### src/rtl/mem_port_arbiter.sv
// Round-robin arbiter sharing one req/gnt/rvalid memory port between instruction
// fetch and load/store, with byte-lane steering, load extension and alignment checks.
module mem_port_arbiter #(
  parameter int ADDR_W = 32
) (
  input  logic              clk,
  input  logic              rst_n,
  input  logic              if_req,
  input  logic [ADDR_W-1:0] if_addr,
  output logic              if_valid,
  output logic [31:0]       if_rdata,
  output logic              if_err,
  input  logic              d_req,
  input  logic              d_we,
  input  logic [ADDR_W-1:0] d_addr,
  input  logic [31:0]       d_wdata,
  input  logic [2:0]        d_size,
  output logic              d_valid,
  output logic [31:0]       d_rdata,
  output logic              d_err,
  output logic              mem_req,
  output logic              mem_we,
  output logic [ADDR_W-1:0] mem_addr,
  output logic [31:0]       mem_wdata,
  output logic [3:0]        mem_be,
  input  logic              mem_gnt,
  input  logic              mem_rvalid,
  input  logic [31:0]       mem_rdata
);

  typedef enum logic [1:0] {S_IDLE, S_REQ, S_WAIT, S_DONE} state_e;
  typedef enum logic {SRC_FETCH, SRC_DATA} src_e;

  state_e      state;
  src_e        owner;
  src_e        last_grant;
  logic [2:0]  size_q;
  logic [1:0]  off_q;

  logic              pick_fetch;
  logic [ADDR_W-1:0] sel_addr;
  logic [2:0]        sel_size;
  logic              sel_we;
  logic              sel_err;
  logic [3:0]        sel_be;
  logic [31:0]       sel_wdata;
  logic              d_illegal;
  logic              d_misal;
  logic [7:0]        ld_byte;
  logic [15:0]       ld_half;
  logic [31:0]       ld_ext;

  // Fetch is treated as a word access so it shares the lane/enable logic with loads.
  always_comb begin
    pick_fetch = if_req && (!d_req || last_grant == SRC_DATA);
    sel_addr   = pick_fetch ? if_addr : d_addr;
    sel_size   = pick_fetch ? 3'b010 : d_size;
    sel_we     = pick_fetch ? 1'b0 : d_we;
    d_illegal  = d_we ? (d_size > 3'b010) : (d_size == 3'b011 || d_size[2:1] == 2'b11);
    d_misal    = (d_size[1:0] == 2'b01 && d_addr[0]) ||
                 (d_size[1:0] == 2'b10 && d_addr[1:0] != 2'b00);
    sel_err    = pick_fetch ? (if_addr[1:0] != 2'b00) : (d_illegal || d_misal);
    case (sel_size[1:0])
      2'b00: begin
        sel_be    = 4'b0001 << sel_addr[1:0];
        sel_wdata = {4{d_wdata[7:0]}};
      end
      2'b01: begin
        sel_be    = 4'b0011 << sel_addr[1:0];
        sel_wdata = {2{d_wdata[15:0]}};
      end
      default: begin
        sel_be    = 4'b1111;
        sel_wdata = d_wdata;
      end
    endcase
  end

  always_comb begin
    case (off_q)
      2'd0:    ld_byte = mem_rdata[7:0];
      2'd1:    ld_byte = mem_rdata[15:8];
      2'd2:    ld_byte = mem_rdata[23:16];
      default: ld_byte = mem_rdata[31:24];
    endcase
    ld_half = off_q[1] ? mem_rdata[31:16] : mem_rdata[15:0];
    case (size_q)
      3'b000:  ld_ext = {{24{ld_byte[7]}}, ld_byte};
      3'b001:  ld_ext = {{16{ld_half[15]}}, ld_half};
      3'b100:  ld_ext = {24'd0, ld_byte};
      3'b101:  ld_ext = {16'd0, ld_half};
      default: ld_ext = mem_rdata;
    endcase
  end

  always_ff @(posedge clk or negedge rst_n) begin
    if (!rst_n) begin
      state      <= S_IDLE;
      owner      <= SRC_DATA;
      last_grant <= SRC_DATA;
      size_q     <= '0;
      off_q      <= '0;
      if_valid   <= 1'b0;
      if_rdata   <= '0;
      if_err     <= 1'b0;
      d_valid    <= 1'b0;
      d_rdata    <= '0;
      d_err      <= 1'b0;
      mem_req    <= 1'b0;
      mem_we     <= 1'b0;
      mem_addr   <= '0;
      mem_wdata  <= '0;
      mem_be     <= '0;
    end else begin
      case (state)
        S_IDLE: begin
          if (if_req || d_req) begin
            owner  <= pick_fetch ? SRC_FETCH : SRC_DATA;
            size_q <= sel_size;
            off_q  <= sel_addr[1:0];
            if (sel_err) begin
              // Rejected accesses complete immediately without touching the port.
              state <= S_DONE;
              if (pick_fetch) begin
                if_valid <= 1'b1;
                if_err   <= 1'b1;
                if_rdata <= '0;
              end else begin
                d_valid <= 1'b1;
                d_err   <= 1'b1;
                d_rdata <= '0;
              end
            end else begin
              state     <= S_REQ;
              mem_req   <= 1'b1;
              mem_we    <= sel_we;
              mem_addr  <= {sel_addr[ADDR_W-1:2], 2'b00};
              mem_be    <= sel_be;
              mem_wdata <= sel_wdata;
            end
          end
        end
        S_REQ: begin
          if (mem_gnt) begin
            mem_req <= 1'b0;
            state   <= S_WAIT;
          end
        end
        S_WAIT: begin
          if (mem_rvalid) begin
            state <= S_DONE;
            if (owner == SRC_FETCH) begin
              if_valid <= 1'b1;
              if_rdata <= mem_rdata;
            end else begin
              d_valid <= 1'b1;
              d_rdata <= mem_we ? '0 : ld_ext;
            end
          end
        end
        S_DONE: begin
          if_valid   <= 1'b0;
          if_err     <= 1'b0;
          d_valid    <= 1'b0;
          d_err      <= 1'b0;
          last_grant <= owner;
          state      <= S_IDLE;
        end
        default: state <= S_IDLE;
      endcase
    end
  end

endmodule

### config.mk
export PLATFORM = sky130hd
export DESIGN_NAME = mem_port_arbiter
export DESIGN_NICKNAME = d
export VERILOG_FILES = /design/src/rtl/mem_port_arbiter.sv
export SDC_FILE = /design/constraint.sdc
export NUM_CORES = 1
export LEC_CHECK = 0
export BUFFER_PORTS_ARGS = -buffer_cell sky130_fd_sc_hd__clkbuf_2
export CELL_PAD_IN_SITES_DETAIL_PLACEMENT = 1
export CELL_PAD_IN_SITES_GLOBAL_PLACEMENT = 2
export CORE_MARGIN = 4
export CORE_UTILIZATION = 29
export DETAILED_ROUTE_END_ITERATION = 10
export GPL_ROUTABILITY_DRIVEN = 0
export PLACE_DENSITY_LB_ADDON = 0.1
export SETUP_SLACK_MARGIN = 0.02
export SYNTH_ARGS = -nofsm -noshare
export SYNTH_HDL_FRONTEND = slang
export SYNTH_SLANG_ARGS = --single-unit
### constraint.sdc
create_clock -name clk -period 2.6 [get_ports clk]
set_input_delay 0.26 -clock clk [delete_from_list [all_inputs] [get_ports clk]]
set_output_delay 0.26 -clock clk [all_outputs]
set_load 0.01 [all_outputs]
==> results_dict.tcl <==
set metrics [dict create \
    synth_warnings 0 \
    drv_cap 0 \
    cp.arrival_ns 2.63 \
    worst_pin_slew_ns 1.10 \
    die_area_sq_um 27400 \
    cts_buffer_depth 2 \
    yosysSeqAreaShare_pct 50.4 \
    synth_top_area_share_pct 49.7 \
    mappedNetlistArea_sq_um 7200 \
    grt_pass1_vias 6460 \
    ctsHtreeMaxLevel 4 \
    wl_per_cell_um 18.5 \
    drc 0 \
    clockRootBuffer "clkbuf_16" \
    cts_setup_buffers 0 \
    final_cell_mix "clkbuf_2, dfrtp_1, mux2i_1" \
    final_nets 1111 \
    dieHeight_um 166 \
    fmax_mhz 430 \
    yosys.area.top_type "dfrtp_1" \
    timing.rr.start "state[1]$_DFFE_PN0P_" \
    ys_top_cells_by_area "dfrtp_1, mux2i_1, a21oi_1" \
    hold_path_depth 3 \
    grt-ovfl-total 0 \
    start_util_pct 29.5 \
    setup_viol 0 \
    max_slew_margin_pct 26.2 \
    ir_worst_vdd_v 0.000510 \
    clock_latency_ns 0.43 \
    synth_edf_count 0 \
    synthFlopType "dfrtp_1" \
    grt_max_degree 96 \
    grt_use_total_pct 17.6 \
    viasPerCell 4.66 \
    synth_cell_type_count 46 \
    layout_setup_ws_ns 0.276 \
    async_reset_ff_share_pct 100 \
    tns_ns 0 \
    portBuffers 273 \
    worstPathRequired_ns 2.90 \
    dp_slack_ns 0.238 \
    path_max_fanout 95 \
    num_io_pins 276 \
    rrSetupSlack_ns 0.28 \
    drive_above_1_share_pct 37.0 \
    row_count 57 \
    drt_pre_antenna_iters 5 \
    multi_input_area_sq_um 3080 \
    ff_latch_area_sq_um 3630 \
    path_clk_slew_ns 0.07 \
    core_sq_um 24400 \
    cts_sinks 145 \
    p_per_area_nw_per_um2 1240 \
    worstSetupPathType "flop to flop" \
    cts_tree "done" \
    crit_slowest_cell "dfrtp_1" \
    holdCritStartpoint "mem_rdata[0]" \
    fin_skew_ns 0.0118 \
    hold_path_end "if_rdata[0]$_DFFE_PN0P_" \
    r2r-end "mem_wdata[6]$_DFFE_PN0P_" \
    grt_setup_unrepaired "false" \
    fillCellCount 2902 \
    vias 6092 \
    postSynthCellCount 698 \
    cp-end-kind "flop" \
    routed_wl_um 24200 \
    grt_antenna_before_repair 1 \
    final_common_cell "clkbuf_2" \
    synthToLayoutAreaGrowth_pct 34.1 \
    dp_hpwl_um 18100 \
    worstHoldPathType "primary input to flop" \
    cts_buffers 17 \
    crit_chain "inv_1, ha_1, o21ai_0, buf_4, nor3_4, buf_12, mux2_2" \
    ys_ff_latch 145 \
    fin_crit_ns 2.32 \
    grt_pass1_wl_um 36900 \
    status "complete, no violations" \
    antenna_left 0 \
    crit_path_start_kind "flop" \
    hold_viol 0 \
    syn_area_per_cell_sq_um 10.3 \
    p_leak_nw 4.87 \
    cpPeakStageDelay_ns 0.40 \
    r2r_cells 7 \
    drv_slew 0 \
    drt_iter0_drc 203 \
    die_x_um 166 \
    period_share_pct 89.4 \
]
[registers in the layout, indices dropped and copies added (netlist names)]
register / count
d_rdata: 32
if_rdata: 32
mem_wdata: 32
mem_addr: 30
mem_be: 4
size_q: 3
off_q: 2
state: 2
d_err: 1
d_valid: 1
if_err: 1
if_valid: 1
last_grant: 1
mem_req: 1
mem_we: 1
owner: 1
[area by class of cell]
cell class	instances	area share, %
Sequential cell	145	37.6
Multi-Input combinational cell	430	31.9
Timing Repair Buffer	298	16.6
Clock buffer	19	4.58
Tap cell	324	4.20
Inverter	76	2.95
Clock inverter	12	2.15
Antenna cell	2	0.0518
[per-stage QoR]
stage          power [mW]  instances  hold WS, ns  util (%)  cell area, sq um
2_1_floorplan        7.13        699      -0.0356         -              7210
3_3_place_gp         9.21       1272        0.234      36.9              8990
3_5_place_dp         9.31       1272        0.232      36.9              8990
4_1_cts              12.1       1304       0.0770      39.6              9650
5_1_grt              12.8       1304       0.0857      39.6              9660
6_report             11.9       1306        0.102      39.6              9660
[synth_stat cells, types with 2 or more instances]
cell / n
o31ai_1: 5
nand2_1: 35
o21a_1: 2
dfstp_2: 2
mux2_2: 21
ha_1: 5
buf_6: 3
a22o_1: 2
mux2i_1: 121
inv_1: 76
a21o_1: 2
o21ai_0: 14
o211ai_1: 2
or4_1: 7
a21boi_0: 7
a31oi_1: 2
nor2_1: 65
buf_2: 11
o221ai_1: 16
o41ai_1: 2
nand2b_1: 3
nor2b_1: 7
nor3_1: 2
dfrtp_1: 143
a2bb2oi_1: 8
clkbuf_1: 26
buf_1: 3
nand3_1: 4
buf_4: 5
a21oi_1: 80
nor3_2: 2
[worst max-delay path by stage]
stage | start | endpoint | slack (ns) | cells past startpoint
after floorplan | state[1]$_DFFE_PN0P_ | mem_addr[11]$_DFFE_PN0P_ | 0.42 | 8
after global placement | state[1]$_DFFE_PN0P_ | d_rdata[20]$_DFFE_PN0P_ | 0.32 | 7
after detailed placement | state[1]$_DFFE_PN0P_ | d_rdata[24]$_DFFE_PN0P_ | 0.24 | 7
after CTS | state[1]$_DFFE_PN0P_ | d_rdata[24]$_DFFE_PN0P_ | 0.20 | 7
after global routing | state[1]$_DFFE_PN0P_ | mem_addr[26]$_DFFE_PN0P_ | 0.04 | 9
final | state[1]$_DFFE_PN0P_ | mem_wdata[6]$_DFFE_PN0P_ | 0.28 | 7
[cells by family after synthesis]
group / synth area share (%)
other: 0.0521
AOI/OAI and AO/OA: 12.8
buffers and inverters: 7.23
muxes: 20.4
DFF: 50.4
and+or+nand+nor: 8.18
adders and majority gates: 0.869
[where the power goes]
part	internal (mW)	switching (mW)
logic	2.25	3.03
clock network	1.73	1.04
registers	3.26	0.621
total	7.24	4.69
[worst max-delay path: cells and delay by family, from the launching register on]
| kind | cells | cell delay, ns |
|---|---|---|
| buf+inv | 3 | 0.71 |
| flops | 1 | 0.40 |
| mux | 1 | 0.38 |
| fa+ha+maj | 1 | 0.27 |
| simple gates | 1 | 0.22 |
| compound gates | 1 | 0.16 |
[repair_timing]
| item | 4_1_cts | 5_1_grt |
|---|---|---|
| gates resized for setup | 0 | 1 |
| setup endpoints to repair | 0 | 23 |
| endpoints found under the hold margin | 42 | 0 |
| hold buffers | 1 | 0 |
[routing by layer]
layer	GRT usage [%]	vias up	wire [um]
li1	-	2945	-
met1	22.3	2935	10300
met2	28.5	190	11500
met3	6.55	20	2130
met4	4.42	2	240
met5	0	-	7
(Power assumes the default switching activity.)
